### config.mk
export PLATFORM = sky130hd
export DESIGN_NAME = sfu_acc_buf
export DESIGN_NICKNAME = d
export VERILOG_FILES = /design/src/rtl/sfu_pkg.sv /design/src/rtl/sfu_sat_add.sv /design/src/rtl/sfu_acc_buf.sv
export SDC_FILE = /design/constraint.sdc
export NUM_CORES = 2
export LEC_CHECK = 0
export ABC_CLOCK_PERIOD_IN_PS = 5300
export CAP_MARGIN = 5
export CORE_UTILIZATION = 60
export CTS_CLUSTER_DIAMETER = 50
export CTS_CLUSTER_SIZE = 10
export DETAILED_ROUTE_END_ITERATION = 10
export PLACE_DENSITY = 0.84
export SLEW_MARGIN = 20
export SYNTH_ARGS = -nofsm -noshare
export SYNTH_HDL_FRONTEND = slang
export SYNTH_SLANG_ARGS = --single-unit
### constraint.sdc
create_clock -name clk -period 5.3 [get_ports clk]
set_input_delay 1.06 -clock clk [delete_from_list [all_inputs] [get_ports clk]]
set_output_delay 1.06 -clock clk [all_outputs]
set_load 0.05 [all_outputs]
### src/rtl/sfu_pkg.sv
// rtl/sfu_pkg.sv - shared state type and lane/limit helpers for the accumulate buffer
package sfu_pkg;

   typedef enum logic [1:0] {
      IDLE  = 2'd0,
      DRAIN = 2'd1,
      DONE  = 2'd2
   } sfu_state_t;

   function automatic int psum_max(input int bw);
      return (1 << (bw - 1)) - 1;
   endfunction

   function automatic int psum_min(input int bw);
      return -(1 << (bw - 1));
   endfunction

   function automatic int lane_lsb(input int lane, input int bw);
      return lane * bw;
   endfunction

endpackage

### src/rtl/sfu_sat_add.sv
// rtl/sfu_sat_add.sv - one-lane signed adder with optional saturation
module sfu_sat_add
   import sfu_pkg::*;
#(
   parameter int PSUM_BW = 16
) (
   input  logic signed [PSUM_BW-1:0] a,
   input  logic signed [PSUM_BW-1:0] b,
   input  logic                      sat_en,
   output logic signed [PSUM_BW-1:0] sum
);

   localparam logic signed [PSUM_BW-1:0] MAX_V = PSUM_BW'(psum_max(PSUM_BW));
   localparam logic signed [PSUM_BW-1:0] MIN_V = PSUM_BW'(psum_min(PSUM_BW));

   logic signed [PSUM_BW:0] full;

   assign full = {a[PSUM_BW-1], a} + {b[PSUM_BW-1], b};

   // Overflow shows up as the two top bits of the extended sum disagreeing.
   always_comb begin
      sum = full[PSUM_BW-1:0];
      if (sat_en && (full[PSUM_BW] != full[PSUM_BW-1]))
         sum = full[PSUM_BW] ? MIN_V : MAX_V;
   end

endmodule

### src/rtl/sfu_acc_buf.sv
// rtl/sfu_acc_buf.sv - multi-entry psum accumulator with in-order ReLU drain
module sfu_acc_buf
   import sfu_pkg::*;
#(
   parameter  int PSUM_BW = 16,
   parameter  int COL     = 8,
   parameter  int DEPTH   = 16,
   localparam int AW      = $clog2(DEPTH)
) (
   input  logic                   clk,
   input  logic                   reset,
   input  logic                   in_valid,
   input  logic                   in_first,
   input  logic [AW-1:0]          in_addr,
   input  logic [COL*PSUM_BW-1:0] psum_in,
   input  logic                   sat_en,
   input  logic                   relu_en,
   input  logic                   drain,
   input  logic                   out_ready,
   output logic                   out_valid,
   output logic [COL*PSUM_BW-1:0] psum_out,
   output logic                   out_last,
   output logic                   busy,
   output logic                   done,
   output logic                   err
);

   localparam int            W    = COL * PSUM_BW;
   localparam logic [AW-1:0] LAST = AW'(DEPTH - 1);

   sfu_state_t    state;
   logic [W-1:0]  mem [DEPTH];
   logic [W-1:0]  cur;
   logic [W-1:0]  wr_data;
   logic [W-1:0]  rd_data;
   logic [W-1:0]  relu_data;
   logic [AW-1:0] rd_ptr;
   logic          wr_en;
   logic          load;

   assign wr_en   = in_valid && (state == IDLE);
   assign cur     = mem[in_addr];
   assign rd_data = mem[rd_ptr];

   for (genvar j = 0; j < COL; j++) begin : g_lane
      logic [PSUM_BW-1:0] sum;

      sfu_sat_add #(.PSUM_BW(PSUM_BW)) u_add (
         .a      (cur[lane_lsb(j, PSUM_BW) +: PSUM_BW]),
         .b      (psum_in[lane_lsb(j, PSUM_BW) +: PSUM_BW]),
         .sat_en (sat_en),
         .sum    (sum)
      );

      assign wr_data[lane_lsb(j, PSUM_BW) +: PSUM_BW] =
         in_first ? psum_in[lane_lsb(j, PSUM_BW) +: PSUM_BW] : sum;
      assign relu_data[lane_lsb(j, PSUM_BW) +: PSUM_BW] =
         (relu_en && rd_data[lane_lsb(j, PSUM_BW) + PSUM_BW - 1]) ?
         '0 : rd_data[lane_lsb(j, PSUM_BW) +: PSUM_BW];
   end

   // Once the final entry sits in the output register nothing more is fetched.
   assign load = (state == DRAIN) && (!out_valid || out_ready) && !(out_valid && out_last);

   always_ff @(posedge clk or negedge reset) begin
      if (!reset) begin
         for (int i = 0; i < DEPTH; i++)
            mem[i] <= '0;
      end else if (wr_en) begin
         mem[in_addr] <= wr_data;
      end
   end

   always_ff @(posedge clk or negedge reset) begin
      if (!reset) begin
         state     <= IDLE;
         rd_ptr    <= '0;
         out_valid <= 1'b0;
         psum_out  <= '0;
         out_last  <= 1'b0;
         busy      <= 1'b0;
         done      <= 1'b0;
         err       <= 1'b0;
      end else begin
         done <= 1'b0;
         if (in_valid && (state != IDLE))
            err <= 1'b1;
         case (state)
            IDLE: begin
               if (drain) begin
                  state  <= DRAIN;
                  busy   <= 1'b1;
                  rd_ptr <= '0;
               end
            end
            DRAIN: begin
               if (out_valid && out_ready && out_last) begin
                  out_valid <= 1'b0;
                  out_last  <= 1'b0;
                  state     <= DONE;
                  done      <= 1'b1;
               end else if (load) begin
                  out_valid <= 1'b1;
                  psum_out  <= relu_data;
                  out_last  <= (rd_ptr == LAST);
                  rd_ptr    <= rd_ptr + 1'b1;
               end
            end
            DONE: begin
               state <= IDLE;
               busy  <= 1'b0;
            end
            default: begin
               state <= IDLE;
               busy  <= 1'b0;
            end
         endcase
      end
   end

endmodule
---- Yosys cells after proc, flatten, opt, wreduce, memory -nomap -nowiden ----
Index checks and enable logic that the tools add are counted.
storage, ports and cells
  register bits ........................... 2,187
  word-level logic and storage cells ...... 146
cells by class
  bitwise gates (word level) .............. 4
  muxes and demuxes ....................... 56
  equal/unequal tests ..................... 14
  $add $sub $neg .......................... 9
  reductions and logical operators ........ 36
  order comparisons ....................... 3
operator list
  operator                                            number
  bitwise mux 2048 bit                                1
  binary-select mux 128 bit (select 4 bit)            2
  2-to-1 mux 128 bit                                  5
  demux 128 bit (select 4 bit)                        1
  2-to-1 mux 16 bit                                   32
  adder 16 x 16 -> 17 bit                             8
  logical AND 1 bit                                   24
  2-to-1 mux 4 bit                                    3
  >= comparator 5 bit, second input constant          2
  NOT 4 -> 5 bit                                      2
  != test 1 bit                                       8
  case mux 4 bit (2 select lines)                     1
  2-to-1 mux 1 bit                                    7
  != test 2 bit, second input constant                3
  AND reduction 2 bit                                 3
  nonzero test 2 bit                                  3
  < comparator 5 x 1 -> 1 bit, second input constant  1
  adder 4 x 1 -> 4 bit, second input constant         1
  == test 4 bit, second input constant                1
  2-to-1 mux 2 bit                                    2
  case mux 2 bit (2 select lines)                     1
  AND reduction 4 bit                                 1
  AND reduction 3 bit                                 1
  == test 2 x 1 -> 1 bit, second input constant       1
  other kinds (6)                                     8

---- Longest topological paths before layout ----
  depth after elaboration ................. 10
  gate-level depth with buffers ........... 19
  depth with buffers taken out ............ 13

---- Modules after synthesis ----
Synthesis repeated with hierarchy kept, for this count alone.
unflattened totals
  cells, all modules ...................... 10,525
  area total of the unflattened synthesis .. 118,219.6 sq um
by module, submodules not included
  module       area an instance (sq um)  cells an instance  instances
  sfu_acc_buf  108,910.7                 9,189              1
  sfu_sat_add  1,163.6                   167                8

---- Worst setup path before layout ----
Ideal clock, no wire load.
  kind .................................... input -> register
  start ................................... input port in_addr[0]
  end ..................................... register mem[1694] in the netlist's numbering
  setup time .............................. 0.088 ns
  required time ........................... 5.212 ns
  path slack .............................. -0.514 ns
  cell stages on the path ................. 15
  arrival time ............................ 5.726 ns
  buffers on the path ..................... 5
  cells stage by stage .................... clkbuf_1 clkbuf_1 buf_1 mux4_2 mux4_2 ha_1 a21o_1 a221o_1 a31oi_1 o21a_1 mux2i_1 buf_4 nand2_1 clkbuf_1 a41oi_1
on the way
  word-level cells in the longest chain between the ends .. 10
RTL lines
  element                                                 line                                  source
  start, declared                                         sfu_acc_buf.sv:14                     input logic [AW-1:0] in_addr,
  NOT 4 -> 5 bit (not written as such) (*)                sfu_acc_buf.sv:42, sfu_acc_buf.sv:70
  binary-select mux 128 bit (select 4 bit)                sfu_acc_buf.sv:42                     assign cur = mem[in_addr];
  2-to-1 mux 128 bit (not written as such) (2 in series)  sfu_acc_buf.sv:42
  adder 16 x 16 -> 17 bit                                 sfu_sat_add.sv:18                     assign full = {a[PSUM_BW-1], a} + {b[PSUM_BW-1], b};
  != test 1 bit                                           sfu_sat_add.sv:23                     if (sat_en && (full[PSUM_BW] != full[PSUM_BW-1]))
  logical AND 1 bit                                       sfu_sat_add.sv:23
  2-to-1 mux 16 bit                                       sfu_sat_add.sv:23
  2-to-1 mux 16 bit                                       sfu_acc_buf.sv:56                     in_first ? psum_in[lane_lsb(j, PSUM_BW) +: PSUM_BW] : sum;
  bitwise mux 2048 bit (*)                                sfu_acc_buf.sv:70                     mem[in_addr] <= wr_data;
  end signal, assigned by index                           sfu_acc_buf.sv:70
  end, declared                                           sfu_acc_buf.sv:32                     logic [W-1:0] mem [DEPTH];
Mark *: on every way between the ends. The rest lies on a longest branch, timed or not. The select of a mux whose other input is x is not followed.
A chain may end at the register's enable or synchronous reset.

---- Final worst setup path ----
  start ................................... input port in_addr[0]
  end ..................................... register mem[1498] in the netlist's numbering
Same word-level chain as after synthesis.

==> run metrics <==
CP Capture Type flip-flop; MaxCap Viol Count 0; routability congestion estimate 0.970; Post-Route WL 397 mm; DRT antenna net count 0; router iterations before antenna repair 9; DR WL/cell 30.8 µm; setup slack after layout 0.0869 ns; CP most frequent cell buf_4; IO Pins 273; GR Overflow Total 0; TritonCTS Buffers 283; area grow syn2layout 15.0%; Post-synth EDFFs 0; Vias/cell 7.46; Slew Viols, Final 0; total die area 202000 µm²; Core ar. 199000 µm²; CP Class primary input to flip-flop; Worst Skew 0.0656 ns; H-tree levels 5; clk_lat worst skew 0.97 ns; final setup vio count 0; Port Buffers 272; Place WS -0.695 ns; Post-Synthesis Cells 9822; largest net degree at the start of global routing 188; FFs w/ async S/R, synth 1.00; Slew headroom 0.171; r2r worst-path depth 15; Die Y-Extent 450 µm; filler cell count 12346; Tot GR Track Use 0.397; # Post-CTS Setup Buffers 0; Period Utilization, post-route 0.984; Static Leakage 59.2 nW; Clock Tree Root clkbuf_16; power density over the cells 456 nW/µm²; Worst Hold Class primary input to asynchronous set/reset pin; Post-Synthesis Cell Area 120000 µm²; Worst Path Max Fanout 21; CTS tree built; post-synthesis sequential area ratio 0.455; initial core utilization 0.604; Final Hold Fails 0; Clock Pin Slew Worst Setup and Hold Paths 0.05 ns; status complete, no violations; Nets 10445; Die W 450 µm; layout cell share with drive strength beyond 1 0.296; clk sink count 2187; Site Rows 164; DRC Markers 0; Synth Flop Type dfrtp_1; Fin Setup TNS 0 ns; FMAX 0.192 GHz; syn_nets 10099; utilization after layout 0.694; Slew @ Worst Pin 1.24 ns; HPWL Detailed 235 mm; Critical Path RT 6.04 ns; Critical-path top delay cell mux4_2; #FFs+latches synth 2187; most common cell after layout, fill and taps aside dfrtp_1; Mean Syn Cell Area 12.3 µm²; hold buffers post-CTS 0; RSZ-0062 raised after global routing no; post-cts gate resize count 0; first-pass GRT wire length 613 mm; CP Cell Sequence buf_8 > buf_12 > buf_4 > mux4_2 > mux4_2 > ha_1 > a21o_1 > a31oi_1 > o21ai_0 > a21oi_2 > nor2_1 > buf_4 > a211oi_1 > o22ai_1 > buf_4 > o21ai_0; most frequent cells in the layout 2183 x dfrtp_1, 1558 x nand2_1, 1280 x mux4_2; 1st-iter DRT viols 13131; via count of the first global-routing pass 102950; CP Launch Type primary input; final worst path period need 5.21 ns; CP peak stage delay 0.63 ns; post-synth cell types 96; initial antenna violation count 25; crit path DAT 5.95 ns; Yosys warning total 0; Clock Tree Buf Depth 4; peak supply drop 439 µV; via count 96230
[critical path, delay by kind of cell]
kind / cells / cell delay [ns]
AO/OA/AOI/OAI: 7 / 1.18
adder cells (fa/ha/maj): 1 / 0.34
buffers and inverters: 5 / 1.61
multiplexers: 2 / 1.21
AND/OR/NAND/NOR: 1 / 0.48
[power breakdown]
part | internal, mW | switching (mW)
Sequential | 20.1 | 3.09
Combinational | 10.3 | 12.4
Clock | 10.1 | 7.09
Total | 40.6 | 22.6
[layout make-up]
class	count	area [µm²]	area share
clock inverters	31	383	0.00277
repair buffers	1016	10300	0.0747
diodes	19	47.5	0.000343
well taps	2656	3320	0.0240
flip-flops and latches	2187	54700	0.395
clock buffers	319	7450	0.0538
inverters	183	694	0.00502
multi-input cells	6497	61500	0.444
[Yosys cell counts (all sizes together), types with 9 or more instances]
cell type  count  share of area
dfrtp       2187           0.45
nand2       1572          0.049
mux4        1280           0.24
o21ai       1050          0.044
clkbuf       712          0.022
o31ai        520          0.032
mux2         450          0.042
nor2         420          0.013
buf          243          0.011
a221oi       213          0.015
inv          183         0.0057
a21oi        171         0.0078
ha           129          0.013
nor3          64         0.0031
o21a          50         0.0031
a211oi        47         0.0033
xnor2         47         0.0034
nand3         45         0.0019
a21o          44         0.0027
o22ai         43         0.0038
nand2b        31         0.0016
xor2          23         0.0017
o211ai        20         0.0014
and3          19         0.0010
a41oi         18         0.0014
a2111oi       17         0.0018
nor2b         17        0.00088
and2          15        0.00078
or3           15        0.00078
a2bb2oi       14         0.0026
a32oi         13         0.0022
a31oi         11        0.00082
a211o         10        0.00073
a22o           9        0.00065
[state kept, by name (all words and copies together) (netlist names)]
name       cells
busy           1
psum_out     128
out_last       1
rd_ptr         4
mem         2048
err            1
done           1
out_valid      1
state          2
[metrics by stage]
step                instance area [µm²]  instances  power [mW]  hold WS (ns)
finish                           138000      12908        63.1         0.131
global route                     138000      12902        65.3         0.170
CTS                              138000      12888        62.6         0.186
detailed placement               130000      12538        45.2         0.469
global placement                 130000      12538        43.9         0.453
floorplan                        121000       9822        37.2         0.460
[cells by family after synthesis]
| logic type | Yosys count | synth area share |
|---|---|---|
| AO/OA/AOI/OAI | 2320 | 0.130 |
| AND/OR/NAND/NOR | 2236 | 0.0745 |
| buffers and inverters | 1138 | 0.0390 |
| multiplexers | 1734 | 0.282 |
| flip-flops | 2187 | 0.455 |
| XOR/XNOR | 70 | 0.00509 |
| adder cells (fa/ha/maj) | 137 | 0.0147 |
[per-layer routing]
| layer | vias to the layer above | GRT usage | wire (µm) |
|---|---|---|---|
| met5 | - | 0 | 209 |
| met4 | 10 | 0.332 | 38600 |
| met3 | 2523 | 0.131 | 54400 |
| met2 | 8012 | 0.596 | 180000 |
| met1 | 47871 | 0.466 | 124000 |
| li1 | 37814 | - | - |
[worst paths after layout]
check	slack, ns	start	to
worst max register to register	0.44	mem[528]$_DFFE_PN0P_	mem[1943]$_DFFE_PN0P_
worst min-delay path	0.13	reset	mem[1440]$_DFFE_PN0P_
min in group clk	0.47	psum_out[3]$_DFFE_PN0P_	psum_out[3]$_DFFE_PN0P_
max in group asynchronous	3.53	reset	mem[338]$_DFFE_PN0P_
worst min register to register	0.47	psum_out[3]$_DFFE_PN0P_	psum_out[3]$_DFFE_PN0P_
worst max-delay path	0.09	in_addr[0]	mem[1498]$_DFFE_PN0P_
Power figures use the tool's default switching activity.
